**config.mk**
```make
export PLATFORM = sky130hd
export DESIGN_NAME = booth_mul_flat
export DESIGN_NICKNAME = d
export VERILOG_FILES = /design/src/rtl/booth_mul_pkg.sv /design/src/rtl/booth_mul_if.sv /design/src/rtl/booth_r4_digit.sv /design/src/rtl/booth_mul.sv /design/src/flat_wrapper.sv
export SDC_FILE = /design/constraint.sdc
export NUM_CORES = 1
export LEC_CHECK = 0
export CORE_AREA = 2 2 233 120
export DETAILED_ROUTE_END_ITERATION = 10
export DIE_AREA = 0 0 235 122
export GPL_TIMING_DRIVEN = 0
export MAX_ROUTING_LAYER = met4
export PLACE_DENSITY = 0.63
export SLEW_MARGIN = 5
export SYNTH_ARGS = -nofsm -noshare
export SYNTH_HDL_FRONTEND = slang
export SYNTH_SLANG_ARGS = --single-unit
export TNS_END_PERCENT = 10
```
**constraint.sdc**
```tcl
create_clock -name clk -period 4.9 [get_ports clk]
set_input_delay 1.47 -clock clk [delete_from_list [all_inputs] [get_ports clk]]
set_output_delay 1.47 -clock clk [all_outputs]
set_load 0.005 [all_outputs]
```
**src/rtl/booth_mul_pkg.sv**
```systemverilog
// booth_mul_pkg: shared ALU constants, Booth digit and FSM state types
package booth_mul_pkg;
  localparam int WIDTH = 32;
  typedef enum logic [2:0] {ZERO, PM, P2M, NM, N2M} digit_e;
  typedef enum logic {IDLE, RUN} state_e;
  function automatic digit_e booth_decode(input logic [2:0] w);
    return (w == 3'b011) ? P2M :
           (w == 3'b100) ? N2M :
           (w == 3'b001 || w == 3'b010) ? PM :
           (w == 3'b101 || w == 3'b110) ? NM : ZERO;
  endfunction
endpackage

```
**src/rtl/booth_mul_if.sv**
```systemverilog
// booth_mul_if: start/done handshake, operands and product of the multiplier
interface booth_mul_if;
  import booth_mul_pkg::*;
  logic             start;
  logic [WIDTH-1:0] in1;
  logic [WIDTH-1:0] in2;
  logic [WIDTH-1:0] zlow;
  logic [WIDTH-1:0] zhigh;
  logic             busy;
  logic             done;
  modport master (output start, in1, in2, input zlow, zhigh, busy, done);
  modport slave (input start, in1, in2, output zlow, zhigh, busy, done);
endinterface

```
**src/rtl/booth_r4_digit.sv**
```systemverilog
// booth_r4_digit: maps a radix-4 Booth window and multiplicand to its addend
module booth_r4_digit
  import booth_mul_pkg::*;
#(
  parameter int AW = WIDTH + 2
) (
  input  logic [2:0]    win,
  input  logic [AW-1:0] m,
  output logic [AW-1:0] addend
);
  digit_e        digit;
  logic [AW-1:0] m2;
  assign digit = booth_decode(win);
  assign m2    = m << 1;
  always_comb begin
    addend = (digit == PM)  ? m   :
             (digit == P2M) ? m2  :
             (digit == NM)  ? -m  :
             (digit == N2M) ? -m2 : '0;
  end
endmodule

```
**src/rtl/booth_mul.sv**
```systemverilog
// booth_mul: sequential signed radix-4 Booth multiplier, WIDTH/2 steps per product
module booth_mul
  import booth_mul_pkg::*;
(
  input logic        clk,
  input logic        rst_n,
  booth_mul_if.slave bus
);
  localparam int AW = WIDTH + 2;
  localparam int CW = $clog2(WIDTH / 2);
  state_e           state, state_nx;
  logic [AW-1:0]    m, acc, addend, sum, acc_nx;
  logic [WIDTH-1:0] q, q_nx;
  logic             q_m1, last, take;
  logic [CW-1:0]    cnt;
  booth_r4_digit #(.AW(AW)) u_digit (
    .win    ({q[1:0], q_m1}),
    .m      (m),
    .addend (addend)
  );
  assign sum      = acc + addend;
  assign acc_nx   = {{2{sum[AW-1]}}, sum[AW-1:2]};
  assign q_nx     = {sum[1:0], q[WIDTH-1:2]};
  assign last     = cnt == CW'(WIDTH / 2 - 1);
  assign take     = state == IDLE && bus.start;
  assign bus.busy = state == RUN;
  always_comb begin
    state_nx = take ? RUN : (state == RUN && last) ? IDLE : state;
  end
  always_ff @(posedge clk or negedge rst_n) begin
    if (!rst_n) state <= IDLE;
    else        state <= state_nx;
  end
  // accumulator and multiplier shift right by 2 as one {acc, q, q_m1} register
  always_ff @(posedge clk or negedge rst_n) begin
    if (!rst_n) begin
      m         <= '0;
      acc       <= '0;
      q         <= '0;
      q_m1      <= 1'b0;
      cnt       <= '0;
      bus.zlow  <= '0;
      bus.zhigh <= '0;
      bus.done  <= 1'b0;
    end else begin
      bus.done <= state == RUN && last;
      if (take) begin
        m    <= {{2{bus.in1[WIDTH-1]}}, bus.in1};
        q    <= bus.in2;
        acc  <= '0;
        q_m1 <= 1'b0;
        cnt  <= '0;
      end else if (state == RUN) begin
        acc  <= acc_nx;
        q    <= q_nx;
        q_m1 <= q[1];
        cnt  <= cnt + 1'b1;
        if (last) {bus.zhigh, bus.zlow} <= {acc_nx[WIDTH-1:0], q_nx};
      end
    end
  end
endmodule

```
**src/flat_wrapper.sv**
```systemverilog
// flat-port wrapper written by rule: the top's interface ports become plain ports
module booth_mul_flat import booth_mul_pkg::*;
  (clk, rst_n, bus_start, bus_in1, bus_in2, bus_zlow, bus_zhigh, bus_busy, bus_done);
  booth_mul_if bus_i ();
  input logic clk;
  input logic rst_n;
  input wire logic [$bits(bus_i.start)-1:0] bus_start;
  input wire logic [$bits(bus_i.in1)-1:0] bus_in1;
  input wire logic [$bits(bus_i.in2)-1:0] bus_in2;
  output wire logic [$bits(bus_i.zlow)-1:0] bus_zlow;
  output wire logic [$bits(bus_i.zhigh)-1:0] bus_zhigh;
  output wire logic [$bits(bus_i.busy)-1:0] bus_busy;
  output wire logic [$bits(bus_i.done)-1:0] bus_done;
  assign bus_i.start = bus_start;
  assign bus_i.in1 = bus_in1;
  assign bus_i.in2 = bus_in2;
  assign bus_zlow = bus_i.zlow;
  assign bus_zhigh = bus_i.zhigh;
  assign bus_busy = bus_i.busy;
  assign bus_done = bus_i.done;
  booth_mul u_core (.clk(clk), .rst_n(rst_n), .bus(bus_i));
endmodule
```
# Yosys cells after proc, flatten, opt, wreduce, memory -nomap -nowiden
# Index checks and enable logic that the tools add are counted.
# op_classes
addsub	4
n_eq_ne	11
n_mux	18
n_bitwise	2
reduce_logical	7
# ops
operator	n
$mux W34	6
$neg A34 Y34	2
$mux W32	2
$add A34 B34 Y34	1
$eq A3 B2 Y1 const B	4
$eq A3 B3 Y1 const B	4
$mux W4	2
$eq A3 B1 Y1 const B	2
$mux W3	2
$add A4 B1 Y4 const B	1
$eq A4 B4 Y1 const B	1
$mux W1	4
$mux W2	2
$reduce_bool A2 Y1	2
$reduce_and A3 Y1	1
$logic_and A1 B1 Y1	2
$logic_or A1 B1 Y1	2
$not A1 Y1	2
# totals
reg_bits	169
in_bits	67
word_cells	51

# Longest topological paths before layout
# Gate-level depths: netlist of the first run.
# depth
word_depth	14
depth_mapped	20

# Modules after synthesis
# A second synthesis of the first run with hierarchy kept.
# unflattened
hier_cells	1219
hier_area_um2	10617.7
# by_module_without_submodules
mod	instances	cells_per_inst	area_each_um2
booth_mul	1	890	8638.3
booth_r4_digit	1	329	1979.4

# Worst setup path after synthesis of the first run
# Ideal clock, no wire load.
# synth_timing
path_kind	reg-to-reg
from	register u_core.m[0]
to	register u_core.bus.zhigh[27]
setup_ps	83
t_arrival_ps	4436
required_time_ps	4817
slack_ps	382
stages_incl_launch_ff	18
n_path_buf	0
cell_sequence	dfrtp_1 inv_1 ha_1 nor3b_1 nand2_1 or4_1 xnor2_1 o21bai_1 mux4_2 ha_1 and4_1 a21o_1 o211ai_1 o21ai_0 o41ai_1 nor2b_1 a311o_1 o21ai_0
# synth_between
elab_chain_cells	6
word_cells_on_any_way	7
cone_classes	add/sub: 3; mux: 4
# synth_rtl
item	line_no	rtl
from (decl)	booth_mul.sv:12	logic [AW-1:0] m, acc, addend, sum, acc_nx;
from (signal assigned)	booth_mul.sv:48	m <= {{2{bus.in1[WIDTH-1]}}, bus.in1};
$neg A34 Y34	booth_r4_digit.sv:19	(digit == N2M) ? -m2 : '0;
$mux W34	booth_r4_digit.sv:19	
$mux W34	booth_r4_digit.sv:18	(digit == NM) ? -m :
$mux W34	booth_r4_digit.sv:17	(digit == P2M) ? m2 :
$mux W34 *	booth_r4_digit.sv:16	addend = (digit == PM) ? m :
$add A34 B34 Y34 *	booth_mul.sv:21	assign sum = acc + addend;
to (signal assigned)	booth_mul.sv:58	if (last) {bus.zhigh, bus.zlow} <= {acc_nx[WIDTH-1:0], q_nx};
to (decl)	booth_mul_if.sv:12	modport slave (input start, in1, in2, output zlow, zhigh, busy, done);
# Every way passes the cells marked *; elsewhere a longest branch is shown, timed or not.
# A chain may end at the register's enable or synchronous reset.

# Worst setup path in the final report of the first run
# layout_timing
from	register u_core.q[0]
to	register u_core.bus.zhigh[26]
# layout_between
elab_chain_cells	12
word_cells_on_any_way	21
cone_classes	add/sub: 1; eq/ne: 10; mux: 8; reduce/logical: 2
# layout_rtl
item	line_no	rtl
from (decl)	booth_mul.sv:13	logic [WIDTH-1:0] q, q_nx;
from (signal assigned)	booth_mul.sv:49	q <= bus.in2;
from (signal assigned)	booth_mul.sv:55	q <= q_nx;
$eq A3 B3 Y1	booth_mul_pkg.sv:10	(w == 3'b101 || w == 3'b110) ? NM : ZERO;
$logic_or A1 B1 Y1	booth_mul_pkg.sv:10	
$mux W2	booth_mul_pkg.sv:10	
$mux W2	booth_mul_pkg.sv:9	(w == 3'b001 || w == 3'b010) ? PM :
$mux W3	booth_mul_pkg.sv:8	(w == 3'b100) ? N2M :
$mux W3 *	booth_mul_pkg.sv:7	return (w == 3'b011) ? P2M :
$eq A3 B3 Y1	booth_r4_digit.sv:19	
$mux W34	booth_r4_digit.sv:19	
$mux W34	booth_r4_digit.sv:18	
$mux W34	booth_r4_digit.sv:17	
$mux W34 *	booth_r4_digit.sv:16	
$add A34 B34 Y34 *	booth_mul.sv:21	
# Marks and branches as above.

==> results of run 1 <==
==> critical path, cell delays in order (launching register included) <==
cell	delay [ns]
dfrtp_1	0.39
clkbuf_1	0.47
buf_2	0.44
clkbuf_1	0.59
o221ai_1	0.23
o21ai_0	0.15
o21ai_2	0.12
ha_2	0.42
o21ai_0	0.11
a211o_1	0.38
o31ai_4	0.38
o21ai_4	0.11
buf_12	0.14
o21a_1	0.20
o221a_2	0.27
mux2_2	0.26
==> final cells by class <==
cell class / instances / share of cell area
plain buffers: 75 / 0.0233
inverters: 29 / 0.00816
flip-flops and latches: 167 / 0.314
well taps: 360 / 0.0338
repair buffers: 150 / 0.112
clock inverters: 13 / 0.00909
multi-input cells: 952 / 0.467
clock buffers: 19 / 0.0332
==> per-stage QoR <==
stage / hold WS [ns] / instances / area (um2) / setup TNS, ns / setup slack (ns)
5_1_grt: 0.495 / 1765 / 13300 / -0.361 / -0.0516
2_1_floorplan: 0.453 / 1232 / 10500 / 0 / 0.382
4_1_cts: 0.480 / 1760 / 13100 / -0.00428 / -0.00428
6_report: 0.477 / 1765 / 13300 / 0 / 0.106
3_5_place_dp: 0.463 / 1725 / 12300 / -29.13 / -1.19
3_3_place_gp: 0.459 / 1724 / 12300 / -843.55 / -4.91
==> Yosys cell counts, drive strengths merged, types with 8 or more instances <==
master and count:
o21bai 11, nor2b 8, and2 13, mux2i 43, ha 35, buf 20
nand2 272, a21o 16, o221ai 8, o21a 11, xnor2 40, or3 10
o21ai 134, xor2 17, clkbuf 64, a221oi 8, mux2 29, nor2 70
nor3 13, a21oi 77, inv 27, nand3 21, mux4 8, dfrtp 167
a211oi 9
==> cells by family (layout without fill, tap and decap cells) <==
logic type	count (synthesis)	count (layout)
flops	167	167
mux	80	80
compound gates	332	332
xor+xnor	57	57
buf+inv	113	286
simple gates	445	445
fa+ha+maj	38	38
==> flip-flops by register name, summed over array words and instances (netlist names) <==
register / flops
u_core.acc: 32
u_core.bus.zhigh: 32
u_core.bus.zlow: 32
u_core.m: 32
u_core.q: 32
u_core.cnt: 4
u_core.bus.busy: 1
u_core.bus.done: 1
u_core.q_m1: 1
==> timing repair <==
item                       4_1_cts  5_1_grt
buffers inserted                 7       10
gates cloned                     0        0
resized for setup               38       55
pin swaps                        6       16
hold endpoints to repair         0        0
setup endpoints to repair       44       34
==> worst paths after layout <==
check	from	to	slack, ns
min in group asynchronous	rst_n	u_core.m[7]	0.96
min reg2reg	u_core.bus.zlow[27]	u_core.bus.zlow[27]	0.48
max	u_core.q[0]	u_core.bus.zhigh[26]	0.11
max in group asynchronous	rst_n	u_core.bus.zhigh[29]	2.99
min	u_core.bus.zlow[27]	u_core.bus.zlow[27]	0.48
max reg2reg	u_core.q[0]	u_core.bus.zhigh[26]	0.11
==> layer usage <==
layer / part of all wire / up-vias
met2: 0.36 / 418
met1: 0.54 / 4993
met3: 0.089 / 28
met4: 0.010 / 0
li1: - / 4646
met5: 0 / -
==> flow_summary.ini, run 1 <==
[outcome]
status = finished clean

[clock_tree]
clkSinkCount = 167
clock_path_buffers = 2
cts_tree = built
clk_latency_ns = 0.45
clkTransAtPathRegs_ns = 0.07
cts-root-buf = clkbuf_16
cts_buffers = 17
ctsHtreeMaxLevel = 4
cts_hold_buf = 0

[logic_synthesis]
synth.area.mux_share = 0.0893
yosys_register_bits = 167
synth-simple-area-share = 0.184
async_flop_share = 1.00
synthAdderAreaFrac = 0.0455
synthFlopType = dfrtp_1
avgSynthCellArea_um2 = 8.52
yosysTopAreaCell = dfrtp_1
synth-xor-area-share = 0.0476
synth_top_family_by_area = compound AO/OA/AOI/OAI gates
yosysWarnings = 0
synth_top_area_frac = 0.398
ys_seq_area_frac = 0.398
synth_edf_count = 0
synthesis.area_um2 = 10500
synth-compound-area-share = 0.194
synth_cells = 1232
synth_cell_types = 68
synth_fp_nets = 1335
synth_area_leaders = dfrtp_1, nand2_1, o21ai_0, ha_1, mux2i_1

[timing]
fin_crit_ns = 4.79
hold_viol_final = 0
worst_pin_slew_ns = 0.860
slew_viol_final = 0
fin_crit_sh = 0.978
fmax_mhz = 209
slew_headroom = 0.427
setup_viol = 0
rsz0062_at_grt = true
skew_ns = 0.00968

[cells_and_area]
regArea_um2 = 4190
drive_gt1_frac = 0.120
nFillCells = 2546
fin_nets = 1495
final_common_cell = nand2_1
antenna_cells = 0
fin_util = 0.495
final_cell_mix = nand2_1, dfrtp_1, clkdlybuf4s50_1, o21ai_0, a21oi_1
multi_input_area_um2 = 6230
syn2layout_area_growth_pct = 27.1

[setup_path]
cp.required_ns = 5.23
cp_max_fo = 10
cp-start-kind = flop
critical_path_class = reg2reg
cp.arrival_ns = 5.13
r2r_cells = 15
cp-end-kind = flop

[min_path]
min_path_cells = 2
holdCritPathClass = reg2reg

[placement]
portBuffers = 132
dpl.hpwl_um = 28900
gp_congestion = 0.968

[die]
initial_core_util = 0.389
die_h_um = 122
core_area_um2 = 27000
die_w_um = 235
io_pins = 133
dieArea_um2 = 28700
rows = 43

[drt]
ant_nets = 0
via_per_inst = 5.71
drc = 0
drt_wl_total_um = 37500
vias = 10100
first_iter_violations = 1321
dr.pass1.iters = 5
avgRoutedWirePerCell_um = 21.2

[global_routing]
gr-total-overflow = 0
busiest_layer = met1
grt_pass1_wl_um = 57000
grt_util_met2 = 0.317
gr-usage-all-layers = 0.272
grtUsageMet3 = 0.0741
antenna_found_initial = 0
met1_usage = 0.441
grt_max_degree = 107
grt_pass1_vias = 9313

[run]
cap_violations = 0
Power of run 1 is left out: the tool's default activity adds up to more than one toggle a clock period on the data nets, which glitch-free logic cannot reach.
==> run 2: changes to the inputs <==
--- a/config.mk
+++ b/config.mk
@@ -5,6 +5,7 @@
 export SDC_FILE = /design/constraint.sdc
 export NUM_CORES = 1
 export LEC_CHECK = 0
+export CAP_MARGIN = 10
 export CORE_AREA = 2 2 233 120
 export DETAILED_ROUTE_END_ITERATION = 10
 export DIE_AREA = 0 0 235 122
==> flow_summary.ini, run 2 (same netlist as run 1, synthesis figures left out) <==
[drt]
dr.pass1.iters = 6
vias = 10000
via_per_inst = 5.68
ant_nets = 0
drt_wl_total_um = 37400
first_iter_violations = 1122
drc = 0
avgRoutedWirePerCell_um = 21.2

[timing]
setup_viol = 0
rsz0062_at_grt = true
fmax_mhz = 209
holdWs_ns = 0.478
hold_viol_final = 0
slew_headroom = 0.434
slew_viol_final = 0
fin_crit_ns = 4.78
worst_pin_slew_ns = 0.849
skew_ns = 0.0121
fin_crit_sh = 0.976

[setup_path]
crit_family = compound AO/OA/AOI/OAI gates
cp-start-kind = flop
path_buf_inv = 5
critical_path_class = reg2reg
timing.critical_path.mode_cell = a21o_1
cp.arrival_ns = 5.15
cp-end-kind = flop
cp_max_fo = 10
max_stage_delay_ns = 0.64
cp_slowest_cell = buf_1
path_cells = clkinv_1, clkbuf_1, buf_1, a21oi_1, a21o_1, a21oi_1, ha_1, clkbuf_1, a21o_1, a21o_1, o211ai_1, o21ai_4, o41ai_4, buf_4, nor2b_1, a311o_1, o21ai_1
cp.required_ns = 5.27

[clock_tree]
clkTransAtPathRegs_ns = 0.07
clk_latency_ns = 0.46
clock_path_buffers = 2
cts_hold_buf = 0
ctsHtreeMaxLevel = 4
cts-root-buf = clkbuf_16
cts_buffers = 17
clkSinkCount = 167
cts_tree = built

[global_routing]
grt_pass1_vias = 9376
gr-usage-all-layers = 0.273
gr-total-overflow = 0
grt_pass1_wl_um = 57200
grt_max_degree = 107
antenna_found_initial = 1

[cells_and_area]
fin_nets = 1497
syn2layout_area_growth_pct = 27.2
final_cell_mix = nand2_1, dfrtp_1, clkdlybuf4s50_1, o21ai_0, a21oi_1
antenna_cells = 0
nFillCells = 2577
final_common_cell = nand2_1
drive_gt1_frac = 0.120

[min_path]
holdCritPathClass = reg2reg

[die]
core_area_um2 = 27000
die_h_um = 122
initial_core_util = 0.389
io_pins = 133
dieArea_um2 = 28700
die_w_um = 235
rows = 43

[placement]
portBuffers = 132
gp_congestion = 0.968
dpl.hpwl_um = 28800

[run]
cap_violations = 0

[outcome]
status = finished clean
## run 2: stage by stage
| step | instances | cell area, um2 | setup slack, ns | utilization | setup TNS [ns] |
|---|---|---|---|---|---|
| finish | 1767 | 13400 | 0.120 | 0.495 | 0 |
| global route | 1767 | 13400 | -0.0258 | 0.495 | -0.138 |
| CTS | 1760 | 13100 | -0.00289 | 0.485 | -0.00289 |
| detailed placement | 1726 | 12300 | -1.26 | 0.457 | -28.27 |
| global placement | 1724 | 12300 | -4.91 | 0.455 | -843.55 |
| floorplan | 1232 | 10500 | 0.382 | - | 0 |
## run 2: layer usage
layer	share of wire	GRT usage	vias up	wire length, um
met3	0.10	0.0827	22	3820
met1	0.53	0.444	4934	19900
met2	0.36	0.313	423	13400
li1	-	-	4654	-
met5	0	-	-	0
met4	0.0087	0.0459	0	324
## run 2: what timing repair did
action | CTS | global route
endpoints found under the setup margin | 44 | 34
gates resized for setup | 38 | 58
setup buffers | 6 | 10
pin swaps | 3 | 14
## run 2: worst paths after layout
path	startpoint	to	slack (ns)	depth (start not counted)
worst max register to register	u_core.q_m1	u_core.bus.zhigh[27]	0.12	17
min in group asynchronous	rst_n	u_core.m[10]	0.96	1
max in group asynchronous	rst_n	u_core.acc[26]	3.01	2
worst min-delay path	u_core.bus.zlow[9]	u_core.bus.zlow[9]	0.48	2
worst max-delay path	u_core.q_m1	u_core.bus.zhigh[27]	0.12	17
worst min register to register	u_core.bus.zlow[9]	u_core.bus.zlow[9]	0.48	2
## run 2: cell type report
class                   instances  area [um2]  share of cell area
flip-flops and latches        167        4180               0.313
clock buffers                  20         447              0.0335
multi-input cells             952        6240               0.468
clock inverters                12         115             0.00862
plain buffers                  77         319              0.0239
well taps                     360         450              0.0337
repair buffers                150        1480               0.111
inverters                      29         109             0.00815
## run 2: worst reg2reg max path, cell delays in order, from the launching register on
cell      delay (ns)
dfrtp_1         0.43
clkinv_1        0.16
clkbuf_1        0.60
buf_1           0.64
a21oi_1         0.09
a21o_1          0.22
a21oi_1         0.22
ha_1            0.26
clkbuf_1        0.18
a21o_1          0.22
a21o_1          0.19
o211ai_1        0.27
o21ai_4         0.16
o41ai_4         0.32
buf_4           0.20
nor2b_1         0.06
a311o_1         0.36
o21ai_1         0.13
Power of run 2 is left out for the same reason.
